--- src/rtl/cart_loader_pkg.sv ---
// Shared types and constants for the cartridge download front-end.
package cart_loader_pkg;

    typedef enum logic [1:0] {SYNC, IDLE, BUSY} ld_state_t;

    localparam logic [7:0] CODE_IDX_DEF = 8'hFF;
    localparam logic [4:0] GG_IDX_DEF   = 5'd2;
    localparam int         HDR_BYTES    = 512;

    // Cheat byte n -> lsb of its lane: fields flags/addr/cmp/repl from the top, bytes little-endian.
    function automatic int lane_lsb(input logic [3:0] n);
        return 96 - 32 * int'(n[3:2]) + 8 * int'(n[1:0]);
    endfunction

endpackage

--- src/rtl/cart_loader_if.sv ---
// ioctl byte stream and sdram toggle-handshake write port, grouped as one bus.
interface cart_loader_if;
    logic        ioctl_download;
    logic [7:0]  ioctl_index;
    logic        ioctl_wr;
    logic [24:0] ioctl_addr;
    logic [7:0]  ioctl_dout;
    logic        ioctl_wait;
    logic [23:0] rom_waddr;
    logic [7:0]  rom_din;
    logic        rom_wr;
    logic        rom_wrack;

    modport slave (
        input  ioctl_download, ioctl_index, ioctl_wr, ioctl_addr, ioctl_dout, rom_wrack,
        output ioctl_wait, rom_waddr, rom_din, rom_wr
    );
    modport master (
        output ioctl_download, ioctl_index, ioctl_wr, ioctl_addr, ioctl_dout, rom_wrack,
        input  ioctl_wait, rom_waddr, rom_din, rom_wr
    );
endinterface

--- src/rtl/cart_loader_cheat_capture.sv ---
// Assembles a 16-byte cheat record from code-index ioctl writes; strobe bit 128 follows byte 15.
module cheat_capture
    import cart_loader_pkg::*;
(
    input  logic         clk,
    input  logic         rst_n,
    input  logic         wr_i,
    input  logic [3:0]   idx_i,
    input  logic [7:0]   data_i,
    output logic [128:0] gg_code_o
);

    logic [15:0][7:0] lane_q;
    logic             stb_q;

    always_ff @(posedge clk or negedge rst_n) begin
        if (!rst_n) begin
            lane_q <= '0;
            stb_q  <= 1'b0;
        end else begin
            stb_q <= wr_i && (idx_i == 4'hF);
            if (wr_i) lane_q[idx_i] <= data_i;
        end
    end

    assign gg_code_o[128] = stb_q;

    for (genvar n = 0; n < 16; n++) begin : g_lane
        localparam int LSB = lane_lsb(4'(n));
        assign gg_code_o[LSB +: 8] = lane_q[n];
    end

endmodule

--- src/rtl/cart_loader.sv ---
// Cartridge download front-end: ioctl bytes -> toggle-handshake sdram writes, plus ROM mask/header/GG flags.
// Optional cheat-record capture is built when CHEAT_CAPTURE_EN is defined.
module cart_loader
    import cart_loader_pkg::*;
#(
    parameter logic [7:0] CODE_IDX = CODE_IDX_DEF,
    parameter logic [4:0] GG_IDX   = GG_IDX_DEF
) (
    input  logic          clk_sys,
    input  logic          RESET_n,
    cart_loader_if.slave  bus,
    output logic          cart_download,
    output logic [21:0]   cart_mask,
    output logic [21:0]   cart_mask512,
    output logic          cart_sz512,
    output logic          gg,
    output logic          overrun
`ifdef CHEAT_CAPTURE_EN
    , output logic [128:0] gg_code
`endif
);

    ld_state_t   state_q;
    logic        wait_q, wr_q, dl_q, skip_q, ovr_q, sz512_q, gg_q;
    logic [23:0] waddr_q;
    logic [7:0]  din_q;
    logic [21:0] mask_q, mask512_q, mask_d, mask512_d;
    logic        dl_rise, dl_fall, cart_wr, ack;

    assign cart_download = bus.ioctl_download & (bus.ioctl_index != CODE_IDX);
    assign dl_rise       = cart_download & ~dl_q;
    assign dl_fall       = ~cart_download & dl_q;
    assign cart_wr       = cart_download & bus.ioctl_wr;
    assign ack           = (bus.rom_wrack == wr_q);

    always_comb begin
        mask_d    = (bus.ioctl_addr == '0) ? '0 : (mask_q | bus.ioctl_addr[21:0]);
        mask512_d = (bus.ioctl_addr == 25'(HDR_BYTES)) ? '0
                  : (mask512_q | (bus.ioctl_addr[21:0] - 22'(HDR_BYTES)));
    end

    always_ff @(posedge clk_sys or negedge RESET_n) begin
        if (!RESET_n) begin
            state_q   <= SYNC;
            wait_q    <= 1'b0;
            wr_q      <= 1'b0;
            dl_q      <= 1'b0;
            skip_q    <= 1'b0;
            ovr_q     <= 1'b0;
            sz512_q   <= 1'b0;
            gg_q      <= 1'b0;
            waddr_q   <= '0;
            din_q     <= '0;
            mask_q    <= '0;
            mask512_q <= '0;
        end else begin
            dl_q <= cart_download;
            if (dl_fall) sz512_q <= bus.ioctl_addr[9];
            if (dl_rise) ovr_q <= 1'b0;
            case (state_q)
                SYNC: begin
                    wr_q    <= bus.rom_wrack;
                    if (dl_rise) waddr_q <= '0;
                    state_q <= IDLE;
                end
                IDLE: begin
                    if (dl_rise) waddr_q <= '0;
                    if (cart_wr) begin
                        din_q     <= bus.ioctl_dout;
                        wr_q      <= ~wr_q;
                        wait_q    <= 1'b1;
                        mask_q    <= mask_d;
                        mask512_q <= mask512_d;
                        gg_q      <= (bus.ioctl_index[4:0] == GG_IDX);
                        state_q   <= BUSY;
                    end
                end
                BUSY: begin
                    if (cart_wr) ovr_q <= 1'b1;
                    // A restart seen while the ack was pending keeps the address at 0.
                    if (ack) begin
                        wait_q  <= 1'b0;
                        skip_q  <= 1'b0;
                        waddr_q <= (dl_rise || skip_q) ? '0 : waddr_q + 24'd1;
                        state_q <= IDLE;
                    end else if (dl_rise) begin
                        waddr_q <= '0;
                        skip_q  <= 1'b1;
                    end
                end
                default: state_q <= SYNC;
            endcase
        end
    end

    assign bus.ioctl_wait = wait_q;
    assign bus.rom_waddr  = waddr_q;
    assign bus.rom_din    = din_q;
    assign bus.rom_wr     = wr_q;
    assign cart_mask      = mask_q;
    assign cart_mask512   = mask512_q;
    assign cart_sz512     = sz512_q;
    assign gg             = gg_q;
    assign overrun        = ovr_q;

`ifdef CHEAT_CAPTURE_EN
    cheat_capture u_cheat (
        .clk       (clk_sys),
        .rst_n     (RESET_n),
        .wr_i      (bus.ioctl_download & bus.ioctl_wr & (bus.ioctl_index == CODE_IDX)),
        .idx_i     (bus.ioctl_addr[3:0]),
        .data_i    (bus.ioctl_dout),
        .gg_code_o (gg_code)
    );
`endif

endmodule
--- src/flat_wrapper.sv ---
// flat-port wrapper written by rule: the top's interface ports become plain ports
module cart_loader_flat import cart_loader_pkg::*;
#(
    parameter logic [7:0] CODE_IDX = CODE_IDX_DEF,
    parameter logic [4:0] GG_IDX   = GG_IDX_DEF
)
  (clk_sys, RESET_n, cart_download, cart_mask, cart_mask512, cart_sz512, gg, overrun, bus_ioctl_download, bus_ioctl_index, bus_ioctl_wr, bus_ioctl_addr, bus_ioctl_dout, bus_rom_wrack, bus_ioctl_wait, bus_rom_waddr, bus_rom_din, bus_rom_wr);
  cart_loader_if bus_i ();
  input  logic clk_sys;
  input  logic RESET_n;
  output logic cart_download;
  output logic [21:0] cart_mask;
  output logic [21:0] cart_mask512;
  output logic cart_sz512;
  output logic gg;
  output logic overrun;
  input wire logic [$bits(bus_i.ioctl_download)-1:0] bus_ioctl_download;
  input wire logic [$bits(bus_i.ioctl_index)-1:0] bus_ioctl_index;
  input wire logic [$bits(bus_i.ioctl_wr)-1:0] bus_ioctl_wr;
  input wire logic [$bits(bus_i.ioctl_addr)-1:0] bus_ioctl_addr;
  input wire logic [$bits(bus_i.ioctl_dout)-1:0] bus_ioctl_dout;
  input wire logic [$bits(bus_i.rom_wrack)-1:0] bus_rom_wrack;
  output wire logic [$bits(bus_i.ioctl_wait)-1:0] bus_ioctl_wait;
  output wire logic [$bits(bus_i.rom_waddr)-1:0] bus_rom_waddr;
  output wire logic [$bits(bus_i.rom_din)-1:0] bus_rom_din;
  output wire logic [$bits(bus_i.rom_wr)-1:0] bus_rom_wr;
  assign bus_i.ioctl_download = bus_ioctl_download;
  assign bus_i.ioctl_index = bus_ioctl_index;
  assign bus_i.ioctl_wr = bus_ioctl_wr;
  assign bus_i.ioctl_addr = bus_ioctl_addr;
  assign bus_i.ioctl_dout = bus_ioctl_dout;
  assign bus_i.rom_wrack = bus_rom_wrack;
  assign bus_ioctl_wait = bus_i.ioctl_wait;
  assign bus_rom_waddr = bus_i.rom_waddr;
  assign bus_rom_din = bus_i.rom_din;
  assign bus_rom_wr = bus_i.rom_wr;
  cart_loader #(.CODE_IDX(CODE_IDX), .GG_IDX(GG_IDX)) u_core (.clk_sys(clk_sys), .RESET_n(RESET_n), .bus(bus_i), .cart_download(cart_download), .cart_mask(cart_mask), .cart_mask512(cart_mask512), .cart_sz512(cart_sz512), .gg(gg), .overrun(overrun));
endmodule
--- config.mk ---
export PLATFORM = sky130hd
export DESIGN_NAME = cart_loader_flat
export DESIGN_NICKNAME = d
export VERILOG_FILES = /design/src/rtl/cart_loader_pkg.sv /design/src/rtl/cart_loader_if.sv /design/src/rtl/cart_loader_cheat_capture.sv /design/src/rtl/cart_loader.sv /design/src/flat_wrapper.sv
export SDC_FILE = /design/constraint.sdc
export NUM_CORES = 1
export LEC_CHECK = 0
export CAP_MARGIN = 20
export CORE_MARGIN = 2
export CORE_UTILIZATION = 42
export DETAILED_ROUTE_END_ITERATION = 6
export PLACE_DENSITY = 0.85
export SLEW_MARGIN = 10
export SYNTH_ARGS = -nofsm -noshare
export SYNTH_HDL_FRONTEND = slang
export SYNTH_SLANG_ARGS = --single-unit
export TNS_END_PERCENT = 100
--- constraint.sdc ---
create_clock -name clk_sys -period 2.43 [get_ports clk_sys]
set_clock_uncertainty 0.2 [all_clocks]
set_input_delay 0.486 -clock clk_sys [delete_from_list [all_inputs] [get_ports clk_sys]]
set_output_delay 0.486 -clock clk_sys [all_outputs]
set_load 0.02 [all_outputs]
# After elaboration in Yosys (flattened, before gate mapping)
# Cells that the tools add are included.
[op_classes]
div_mod_pow = 0
eq_ne = 8
n_bitwise = 9
magnitude_cmp = 0
muxes = 19
add_sub_neg = 2
n_mul = 0
shifts = 0
n_reduce_logical = 13
[op_table]
columns = ["op", "n"]
rows = [
  ["$mux W24", 3],
  ["$pmux W24 S2", 1],
  ["$mux W22", 2],
  ["$or A22 B22 Y22", 2],
  ["$eq A25 B10 Y1 const B", 1],
  ["$logic_not A25 Y1", 1],
  ["$add A24 B1 Y24 const B", 1],
  ["$sub A22 B10 Y22 const B", 1],
  ["$mux W1", 8],
  ["$ne A8 B8 Y1 const B", 1],
  ["$reduce_and A2 Y1", 4],
  ["$reduce_bool A2 Y1", 4],
  ["$pmux W2 S3", 1],
  ["$eq A5 B2 Y1 const B", 1],
  ["$and A1 B1 Y1", 4],
  ["$mux W2", 2],
  ["$ne A2 B1 Y1 const B", 2],
  ["$pmux W1 S2", 2],
  ["$not A1 Y1", 3],
  ["$reduce_and A3 Y1", 1],
  ["$eq A2 B1 Y1 const B", 1],
  ["$eq A2 B2 Y1 const B", 1],
  ["$logic_not A2 Y1", 1],
  ["$reduce_or A2 Y1", 1],
  ["other kinds (2)", 2],
]
[word_totals]
rom_bits = 0
latch_bits = 0
memories = 0
mem_bits_rw = 0
reg_bits = 85
output_inout_bits = 82
inputBits = 46
elab_cells = 63

# Depth between registers and ports, before layout
# Gate-level depths: netlist (run 1).
[depth]
word_depth = 7
mapped_depth = 7
depth_no_buf = 7

# Least setup slack after synthesis (run 1)
# Ideal clock, no wire load.
[synth_path]
path_kind = "register to register"
from = "register u_core.waddr_q[0] (netlist: u_core.bus.rom_waddr[0])"
to = "register u_core.waddr_q[20] (netlist: u_core.bus.rom_waddr[20])"
required_ns = 2.161
arrival_ns = 1.946
path_stages_with_launch = 7
slack_ns = 0.215
cell_sequence = "dfrtp_1 ha_1 nand3_1 nor4_2 nand2_1 or4_1 nand3_1"
[synth_between]
elab_chain_cells = 4
[synth_lines]
columns = ["item", "line_no", "rtl"]
rows = [
  ["start: declaration", "cart_loader.sv:25", "logic [23:0] waddr_q;"],
  ["start signal: assignment", "cart_loader.sv:84", "waddr_q <= (dl_rise || skip_q) ? '0 : waddr_q + 24'd1;"],
  ["$add A24 B1 Y24", "cart_loader.sv:84", ""],
  ["$mux W24", "cart_loader.sv:84", ""],
  ["$mux W24", "cart_loader.sv:81", "if (ack) begin"],
  ["$pmux W24 S2", "cart_loader.sv:60", "case (state_q)"],
]
# Every way passes these cells.
# A chain may end at the register's enable or synchronous reset.

# Worst setup path after layout (run 1)
[layout_path]
from = "input port bus_ioctl_index[1]"
to = "register u_core.waddr_q[11] (netlist: u_core.bus.rom_waddr[11])"
[layout_between]
elab_chain_cells = 7
word_cells_on_any_way = 8
classes_between = "1 x eq/ne; 4 x mux; 2 x bitwise; 1 x reduce/logical"
[layout_lines]
columns = ["item", "line_no", "rtl"]
rows = [
  ["start: declaration", "flat_wrapper.sv:18", "input wire logic [$bits(bus_i.ioctl_index)-1:0] bus_ioctl_index;"],
  ["$ne A8 B8 Y1 (*)", "cart_loader.sv:30", "assign cart_download = bus.ioctl_download & (bus.ioctl_index != CODE_IDX);"],
  ["$and A1 B1 Y1 (*)", "cart_loader.sv:30", ""],
  ["$and A1 B1 Y1 (*)", "cart_loader.sv:31", "assign dl_rise = cart_download & ~dl_q;"],
  ["$logic_or A1 B1 Y1", "cart_loader.sv:84", ""],
  ["$mux W24", "cart_loader.sv:84", ""],
  ["$mux W24", "cart_loader.sv:81", ""],
  ["$pmux W24 S2 (*)", "cart_loader.sv:60", ""],
]
# Mark *: on every way between the ends. The rest lies on a longest branch, timed or not.

==> flow_summary.json, run 1 <==
{
  "yosysMostFrequentCell": "dfrtp_1",
  "cp_data_arrival_time_ns": 2.45,
  "clockPowerShare_pct": 26.2,
  "r2r_slack_ns": 0.23,
  "wl_per_cell_um": 16.3,
  "grtUsageMet3_pct": 3.52,
  "p_per_area_nw_per_um2": 606,
  "area_growth_pct": 50.3,
  "finalMaxSlewViolations": 0,
  "slew_headroom_pct": 58.1,
  "rows": 35,
  "syn-num-nets": 469,
  "ys_warn_count": 0,
  "synth_cell_types": 53,
  "power.switching_uw": 1140,
  "busiest_layer": "met2",
  "synth_cells": 421,
  "dp_slack_ns": -0.394,
  "whs_ns": 0.288,
  "finalWorstSetupSlack_ns": 0.0529,
  "clk_pin_slew_ns": 0.09,
  "synth_top_area_share_pct": 53.4,
  "numClockSinks": 85,
  "vdd_drop_max_mv": 0.263,
  "fp.dieArea_um2": 10300,
  "hpwl_um": 8550,
  "critPathLaunchType": "primary input",
  "sequentialPowerShare_pct": 46.5,
  "worst_pin_slew_ns": 0.627,
  "drive_gt1_share_pct": 14.8,
  "use_met2_pct": 38.7,
  "grt-ovfl-total": 0,
  "synthFlopType": "dfrtp_1",
  "ios": 128,
  "die_w_um": 101,
  "p_sw_share_pct": 31.4,
  "ys_top_cells_by_count": "dfrtp_1, nor2_1, a21oi_1, nand2_1, a31oi_1",
  "cp.required_ns": 2.51,
  "cp_top_family": "compound AO/OA/AOI/OAI gates",
  "gp_congestion": 0.859,
  "vias": 3881,
  "path_cells": "clkdlybuf4s50_1 -> nand4_4 -> o211a_4 -> or3_4 -> buf_4 -> o31a_1 -> a31oi_1",
  "wl_um": 11800,
  "ys_seq_elements": 85,
  "cap_violations": 0,
  "timing.final.crit_share_pct": 97.8,
  "fillers": 729,
  "crit_slowest_cell": "clkdlybuf4s50_1",
  "finalHoldViolCount": 0,
  "fmax_mhz": 421,
  "core_um2": 9240,
  "antenna_found_initial": 0,
  "postCtsSetupBuffers": 0,
  "portBuffers": 127,
  "numCtsBuffers": 9,
  "drc": 0,
  "synth_area_um2": 3990,
  "synth_edf_count": 0,
  "clock_path_buffers": 2,
  "ys_top_cells_by_area": "dfrtp_1, a21oi_1, nor2_1",
  "crit_cells": 7,
  "grt_use_met1_pct": 30.5,
  "cts_tree": "built",
  "synth_top_area_cell": "dfrtp_1",
  "critPathBufInv": 2,
  "holdCritPathClass": "flop to flop",
  "insertion_delay_ns": 0.36,
  "avgSynthCellArea_um2": 9.47,
  "drtPass1Iterations": 4,
  "via_per_inst": 5.36,
  "first_global_vias": 3813,
  "setup_viol": 0,
  "die_h_um": 101,
  "p_int_uw": 2490,
  "period_minus_slack_ns": 2.38,
  "grt_max_degree": 36,
  "start_util_pct": 43.1,
  "holdPathStages": 2,
  "worstSetupPathType": "primary input to flop",
  "cp_max_fo": 11,
  "drt_iter0_markers": 165,
  "pwr-share-comb_pct": 27.4,
  "rsz0062_at_grt": "no",
  "crit_path_max_incr_delay_ns": 0.53,
  "cts-root-buf": "clkbuf_8",
  "antenna_cells": 0,
  "end_kind": "flop",
  "fin_nets": 639,
  "synthArstFlopShare_pct": 100,
  "r2r_cells": 6,
  "ant_nets": 0,
  "grt_pass1_wl_um": 18700,
  "final_core_util_pct": 64.8,
  "htree_levels": 3,
  "outcome": "finished, final reports clean",
  "grt_use_total_pct": 23.3,
  "yosysSeqAreaShare_pct": 53.4,
  "leakagePower_uw": 0.00245
}
[power by group through the flow]
| stage | Sequential [µW] | Clock [µW] | Combinational, µW |
|---|---|---|---|
| after floorplan | 1860 | 0 | 272 |
| after global placement | 1700 | 0 | 957 |
| after detailed placement | 1710 | 0 | 980 |
| after CTS | 1680 | 964 | 994 |
| after global routing | 1710 | 1020 | 1070 |
| final | 1690 | 950 | 993 |
[state kept, by name, summed over array words and instances, names as in the netlist, 2 cells and up]
signal                cells
u_core.bus.rom_din        8
u_core.bus.rom_waddr     24
u_core.cart_mask         22
u_core.cart_mask512      22
u_core.state_q            2
[per-layer routing]
metal | wire length (µm) | up-vias
met5 | 0 | -
met1 | 5170 | 1881
met4 | 295 | 0
met2 | 5690 | 143
li1 | - | 1832
met3 | 653 | 25
[worst reg2reg max path, delay by kind of cell (launching register included)]
kind	cells	cell delay (ns)
adders and majority gates	1	0.22
and+or+nand+nor	5	1.26
DFF	1	0.47
[stage by stage]
stage          instance area (µm²)  setup TNS (ns)  std cells  power (µW)
6_report                      5990               0        724        3630
5_1_grt                       5990               0        724        3790
3_5_place_dp                  5750          -19.92        707        2690
3_3_place_gp                  5750          -16.10        707        2660
4_1_cts                       5960               0        724        3640
2_1_floorplan                 3990               0        421        2130
[cell usage in the layout (no fill, tap or decap), types with 3 or more instances in the layout]
cell type / count
or3_1: 6
xnor2_1: 7
clkdlybuf4s50_1: 122
clkbuf_8: 12
and3_1: 4
buf_4: 48
nor2b_1: 5
xor2_1: 3
nor2_1: 58
nand3_1: 15
dlymetal6s2s_1: 3
or4_1: 4
nand2_1: 48
dfrtp_1: 85
o21ai_0: 13
o21ai_1: 6
nor4_1: 4
a21oi_1: 58
buf_12: 3
and2_1: 3
inv_1: 12
a31oi_1: 19
nand2b_1: 3
nand4_1: 6
[worst paths after layout]
path,to,from
worst min-delay path,u_core.bus.ioctl_wait,u_core.bus.ioctl_wait
min in group asynchronous,u_core.cart_mask512[17],RESET_n
max in group asynchronous,u_core.bus.rom_waddr[5],RESET_n
worst max register to register,u_core.bus.rom_waddr[20],u_core.bus.rom_waddr[0]
worst max-delay path,u_core.bus.rom_waddr[11],bus_ioctl_index[1]
worst min register to register,u_core.bus.ioctl_wait,u_core.bus.ioctl_wait
[cell type report]
class	instances	area [µm²]	area share [%]
Tap cell	129	161	2.69
Clock buffer	12	165	2.76
Inverter	12	45.0	0.752
Timing Repair Buffer	178	1700	28.4
Sequential cell	85	2130	35.5
Multi-Input combinational cell	305	1770	29.6
Clock inverter	3	20.0	0.334
[cell families after synthesis]
kind of cell             synth area share, %
AND/OR/NAND/NOR                         23.4
AO/OA/AOI/OAI                           16.4
flip-flops                              53.4
buffers and inverters                   3.49
XOR/XNOR                                2.20
multiplexers                           0.534
adder cells (fa/ha/maj)                0.628
[what timing repair did]
action                                  in CTS  in global routing
hold buffers                                 1                  0
endpoints found under the setup margin       3                 27
resized for setup                            4                  7
cloned                                       1                  0
hold endpoints to repair                    29                  0
Note: power is estimated with default switching activity, not from simulation.
==> run 2: changes to the inputs <==
Settings changed: CORE_MARGIN 2 to default.
==> run 2 against run 1 <==
Worst hold slack worse by 0.010 ns. Sequential power hardly changed. Largest cell class unchanged. Clock power is 15% higher. Register-to-register slack worse by 0.02 ns. First-iteration DRC count is 6.1% higher.
==> flow_summary.json, run 2 (synthesized netlist as in run 1, its figures left out) <==
{
  "finalHoldViolCount": 0,
  "p_int_uw": 2650,
  "final_core_util_pct": 65.2,
  "total_power_uw": 3770,
  "drive_gt1_share_pct": 14.6,
  "htree_levels": 3,
  "antenna_found_initial": 0,
  "setup_viol": 0,
  "leakagePower_uw": 0.00244,
  "power.switching_uw": 1120,
  "cp_data_arrival_time_ns": 2.44,
  "tns_ns": 0,
  "crit_path_max_incr_delay_ns": 0.51,
  "first_global_vias": 3813,
  "die_w_um": 99.4,
  "via_per_inst": 5.50,
  "crit_start": "bus_ioctl_index[6]",
  "crit_slowest_cell": "clkdlybuf4s50_1",
  "fin_nets": 641,
  "hpwl_um": 8350,
  "ant_nets": 0,
  "pwr-share-comb_pct": 26.5,
  "antenna_cells": 0,
  "drt_iter0_markers": 175,
  "multiInputGateArea_um2": 1760,
  "vdd_drop_max_mv": 0.323,
  "drc": 0,
  "worstSetupPathType": "primary input to flop",
  "start_util_pct": 43.3,
  "wl_per_cell_um": 16.0,
  "grt-ovfl-total": 0,
  "cp_max_fo": 4,
  "grt_max_degree": 50,
  "outcome": "finished, final reports clean",
  "placed_cell_area_um2": 5740,
  "worst_pin_slew_ns": 0.439,
  "wl_um": 11300,
  "p_per_area_nw_per_um2": 630,
  "ios": 128,
  "period_minus_slack_ns": 2.37,
  "timing.final.crit_share_pct": 97.6,
  "regArea_um2": 2130,
  "core_um2": 9200,
  "hold_start": "u_core.bus.rom_din[1]",
  "critPathLaunchType": "primary input",
  "clock_path_buffers": 2,
  "gp_congestion": 0.844,
  "slew_headroom_pct": 70.5,
  "sequentialPowerShare_pct": 44.5,
  "p_sw_share_pct": 29.7,
  "die_h_um": 99.4,
  "cap_violations": 0,
  "fmax_mhz": 421,
  "grt_use_total_pct": 23.8,
  "grt_pass1_wl_um": 18800,
  "vias": 3894,
  "clockPowerShare_pct": 29.0,
  "clk_pin_slew_ns": 0.09,
  "insertion_delay_ns": 0.35,
  "fillers": 713,
  "numCtsBuffers": 9,
  "largest_reg_flops": 24,
  "r2r_start": "u_core.bus.rom_waddr[0]",
  "holdCritPathClass": "flop to flop",
  "cts_tree": "built",
  "area_growth_pct": 50.4,
  "rows": 35,
  "finalMaxSlewViolations": 0,
  "fin_area_um2": 5990,
  "portBuffers": 127,
  "fp.dieArea_um2": 9880,
  "path_cells": "clkdlybuf4s50_1 -> nand4_4 -> o211a_4 -> or3_4 -> buf_4 -> o31a_1 -> a31oi_1",
  "whs_ns": 0.278,
  "drtPass1Iterations": 5,
  "final_common_cell": "clkdlybuf4s50_1",
  "most-common-layout-cells": "clkdlybuf4s50_1, dfrtp_1, a21oi_1, nor2_1, buf_4",
  "r2r_slack_ns": 0.21,
  "numClockSinks": 85,
  "cts-root-buf": "clkbuf_8",
  "cp.required_ns": 2.50,
  "end_kind": "flop"
}
run 2: cell count changes in the layout (fill, tap and decap cells not counted), moves of 2 or more:
| cell | before | now |
|---|---|---|
| buf_4 | 48 | 51 |
| clkdlybuf4s50_1 | 122 | 125 |
| dlymetal6s2s_1 | 3 | 0 |
| bufinv_16 | 0 | 2 |
| clkbuf_8 | 12 | 10 |
run 2: timing repair:
action | 4_1_cts | 5_1_grt
resized for setup | 3 | 2
pin swaps | 0 | 1
setup endpoints to repair | 1 | 1
endpoints found under the hold margin | 11 | 0
hold buffers | 1 | 0
setup buffers | 0 | 1
run 2: worst max-delay path: cells and delay by family:
family	cells	cell delay, ns
buffers and inverters	2	0.67
AOI/OAI and AO/OA	3	0.73
and+or+nand+nor	2	0.55
run 2: final cells by class:
class                           count  share of cell area, %
Sequential cell                    85                   35.5
Timing Repair Buffer              181                   28.6
Tap cell                          111                   2.32
Clock inverter                      4                   1.21
Multi-Input combinational cell    304                   29.3
Clock buffer                       11                   2.36
Inverter                           12                  0.751
run 2: stage by stage:
stage	setup slack [ns]	instances
6_report	0.0573	708
5_1_grt	-0.00300	708
4_1_cts	0.0162	707
3_5_place_dp	-0.300	691
3_3_place_gp	-0.250	691
2_1_floorplan	0.215	421
run 2: per-layer routing:
metal | vias to the layer above | wire, µm | global-route usage (%)
met3 | 23 | 788 | 4.08
li1 | 1827 | - | -
met2 | 178 | 5480 | 40.6
met4 | 0 | 244 | 8.03
met1 | 1866 | 4830 | 30.7
met5 | - | 0 | 0
run 2: final timing paths:
path                                            end  cells after the start
setup / recovery           u_core.bus.rom_waddr[11]                      7
min in group asynchronous      u_core.cart_mask[17]                      2
hold / removal                u_core.bus.rom_din[1]                      2
hold reg to reg               u_core.bus.rom_din[1]                      2
setup reg to reg           u_core.bus.rom_waddr[20]                      6
max in group asynchronous   u_core.cart_mask512[10]                      3
run 2: power groups by stage:
stage | Clock (µW) | Combinational, µW | Sequential [µW]
floorplan | 0 | 272 | 1860
global placement | 0 | 972 | 1690
detailed placement | 0 | 995 | 1710
CTS | 1110 | 1000 | 1680
global route | 1170 | 1070 | 1700
finish | 1090 | 999 | 1680
==> run 3: changes to the inputs <==
Settings changed: ABC_AREA from default to 1, PLACE_DENSITY 0.85 to 0.83.
==> run 3 against run 2 <==
Clock-buffer cell count down 2. Sequential share of layout area down 1.7 points. Register-to-register slack better by 0.19 ns. Wire length up 10%. Via count up 16%. Worst setup slack better by 0.020 ns. Critical endpoint is now cart_download.
==> flow_summary.json, run 3 <==
{
  "outcome": "finished, final reports clean",
  "rsz0062_at_grt": "no",
  "drtPass1Iterations": 5,
  "drive_gt1_share_pct": 9.34,
  "die_h_um": 106,
  "regArea_um2": 2130,
  "vdd_drop_max_mv": 0.748,
  "synth_top_area_cell": "dfrtp_1",
  "hold_start": "u_core.bus.rom_din[0]",
  "yosysSeqAreaShare_pct": 46.7,
  "cap_violations": 0,
  "htree_levels": 3,
  "fmax_mhz": 425,
  "ys_top_cells_by_area": "dfrtp_1, nand2_1, o211ai_1",
  "worst_pin_slew_ns": 0.579,
  "grt_pass1_wl_um": 20800,
  "grt_max_degree": 44,
  "timing.final.crit_share_pct": 96.8,
  "multiInputGateArea_um2": 2080,
  "cp_max_fo": 2,
  "wl_per_cell_um": 14.3,
  "synth_area_um2": 4550,
  "yosysMostFrequentCell": "nand2_1",
  "synthArstFlopShare_pct": 100,
  "antenna_cells": 0,
  "leakagePower_uw": 0.00295,
  "synthFlopType": "dfrtp_1",
  "numClockSinks": 85,
  "end_kind": "output port",
  "fp.dieArea_um2": 11300,
  "setup_viol": 0,
  "synth_edf_count": 0,
  "via_per_inst": 5.17,
  "synth_cells": 589,
  "grt-ovfl-total": 0,
  "r2r_end": "u_core.bus.rom_waddr[20]",
  "rows": 37,
  "vias": 4521,
  "die_w_um": 106,
  "avgSynthCellArea_um2": 7.73,
  "drt_iter0_markers": 249,
  "ys_top_cells_by_count": "nand2_1, dfrtp_1, nor2_1, inv_1, o211ai_1",
  "synth_cell_types": 31,
  "area_growth_pct": 38.4,
  "clock_path_buffers": 2,
  "critPathLaunchType": "primary input",
  "numCtsBuffers": 9,
  "ios": 128,
  "r2r_slack_ns": 0.40,
  "portBuffers": 127,
  "cp_data_arrival_time_ns": 1.67,
  "wl_um": 12500,
  "finalHoldViolCount": 0,
  "placed_cell_area_um2": 6110,
  "start_util_pct": 43.7,
  "clk_pin_slew_ns": 0.09,
  "fin_area_um2": 6300,
  "min_delay_worst_endpoint": "u_core.bus.rom_din[0]",
  "largest_reg_flops": 24,
  "ys_warn_count": 0,
  "period_minus_slack_ns": 2.35,
  "fin_nets": 782,
  "holdCritPathClass": "flop to flop",
  "whs_ns": 0.286,
  "cts_tree": "built",
  "r2r_cells": 10,
  "grt_use_total_pct": 22.9,
  "r2r_start": "u_core.bus.rom_waddr[0]",
  "slew_headroom_pct": 61.4,
  "fillers": 902,
  "p_per_area_nw_per_um2": 937,
  "syn-num-nets": 637,
  "insertion_delay_ns": 0.36,
  "cp.required_ns": 1.74,
  "gp_congestion": 0.900,
  "synth_top_area_share_pct": 46.7,
  "worstSetupPathType": "primary input to output port",
  "drc": 0,
  "final_common_cell": "nand2_1",
  "ys_seq_elements": 85,
  "most-common-layout-cells": "nand2_1, clkdlybuf4s50_1, dfrtp_1",
  "core_um2": 10400,
  "holdPathStages": 2,
  "ant_nets": 0,
  "finalMaxSlewViolations": 0,
  "first_global_vias": 4536,
  "hpwl_um": 9370,
  "tns_ns": 0,
  "antenna_found_initial": 0,
  "cts-root-buf": "clkbuf_8"
}
[run 3: changes by cell type after synthesis, moves of 13 or more]
cell      before  now
o21ai_1        6   19
a31oi_1       19    1
nand2_1       48  210
a21oi_1       58   11
inv_1         12   53
o211ai_1       2   29
[run 3: cell families (layout without fill, tap and decap cells)]
family,after synthesis,count (layout),synth area share (%)
buffers and inverters,78,228,7.67
AO/OA/AOI/OAI,99,99,14.8
flip-flops,85,85,46.7
XOR/XNOR,3,3,0.577
adder cells (fa/ha/maj),2,2,0.550
AND/OR/NAND/NOR,322,322,29.7
[run 3: layout make-up]
class                      instances  area share, %
clock inverter                     7           1.01
sequential                        85           33.7
multi-input combinational        426           32.9
inverter                          58           3.45
tap                              136           2.70
clock buffer                       9           1.97
timing repair buffer             154           24.2
[run 3: power breakdown]
part	switching, µW	total (µW)	internal, µW
Sequential	427	2320	1890
Combinational	1390	2620	1220
Clock	576	973	397
Total	2400	5910	3510
[run 3: worst max path at each step]
stage | from | endpoint | cells after the start
floorplan | u_core.bus.rom_waddr[0] | u_core.bus.rom_waddr[20] | 10
global placement | bus_ioctl_index[1] | cart_download | 7
detailed placement | bus_ioctl_index[4] | cart_download | 7
CTS | bus_ioctl_index[4] | cart_download | 7
global route | bus_ioctl_index[3] | cart_download | 7
finish | bus_ioctl_index[4] | cart_download | 7
[run 3: critical path, cell delays in order]
cell	delay, ns
clkdlybuf4s50_1	0.48
nand2_1	0.05
nor2_1	0.11
nand2_1	0.09
nand2_1	0.09
inv_1	0.06
clkdlybuf4s15_1	0.30
[run 3: layer usage]
layer / GRT usage (%) / part of all wire, % / vias up
li1: - / - / 2202
met1: 28.2 / 42 / 2138
met2: 39.1 / 49 / 169
met3: 7.05 / 7.6 / 12
met4: 5.75 / 1.1 / 0
met5: 0 / 0 / -
[run 3: repair_timing]
action / CTS / global route
setup endpoints to repair: 1 / 1
setup buffers: 0 / 0
resized for setup: 1 / 1
hold endpoints to repair: 42 / 0
hold buffers: 1 / 0
[run 3: per-stage QoR]
| step | cells | total power (µW) | setup slack [ns] | utilization (%) |
|---|---|---|---|---|
| floorplan | 589 | 3580 | 0.634 | - |
| global placement | 858 | 4880 | -0.0972 | 58.6 |
| detailed placement | 858 | 4960 | -0.168 | 58.6 |
| CTS | 875 | 5960 | 0.0527 | 60.5 |
| global route | 875 | 6260 | 0.0222 | 60.5 |
| finish | 875 | 5910 | 0.0769 | 60.5 |
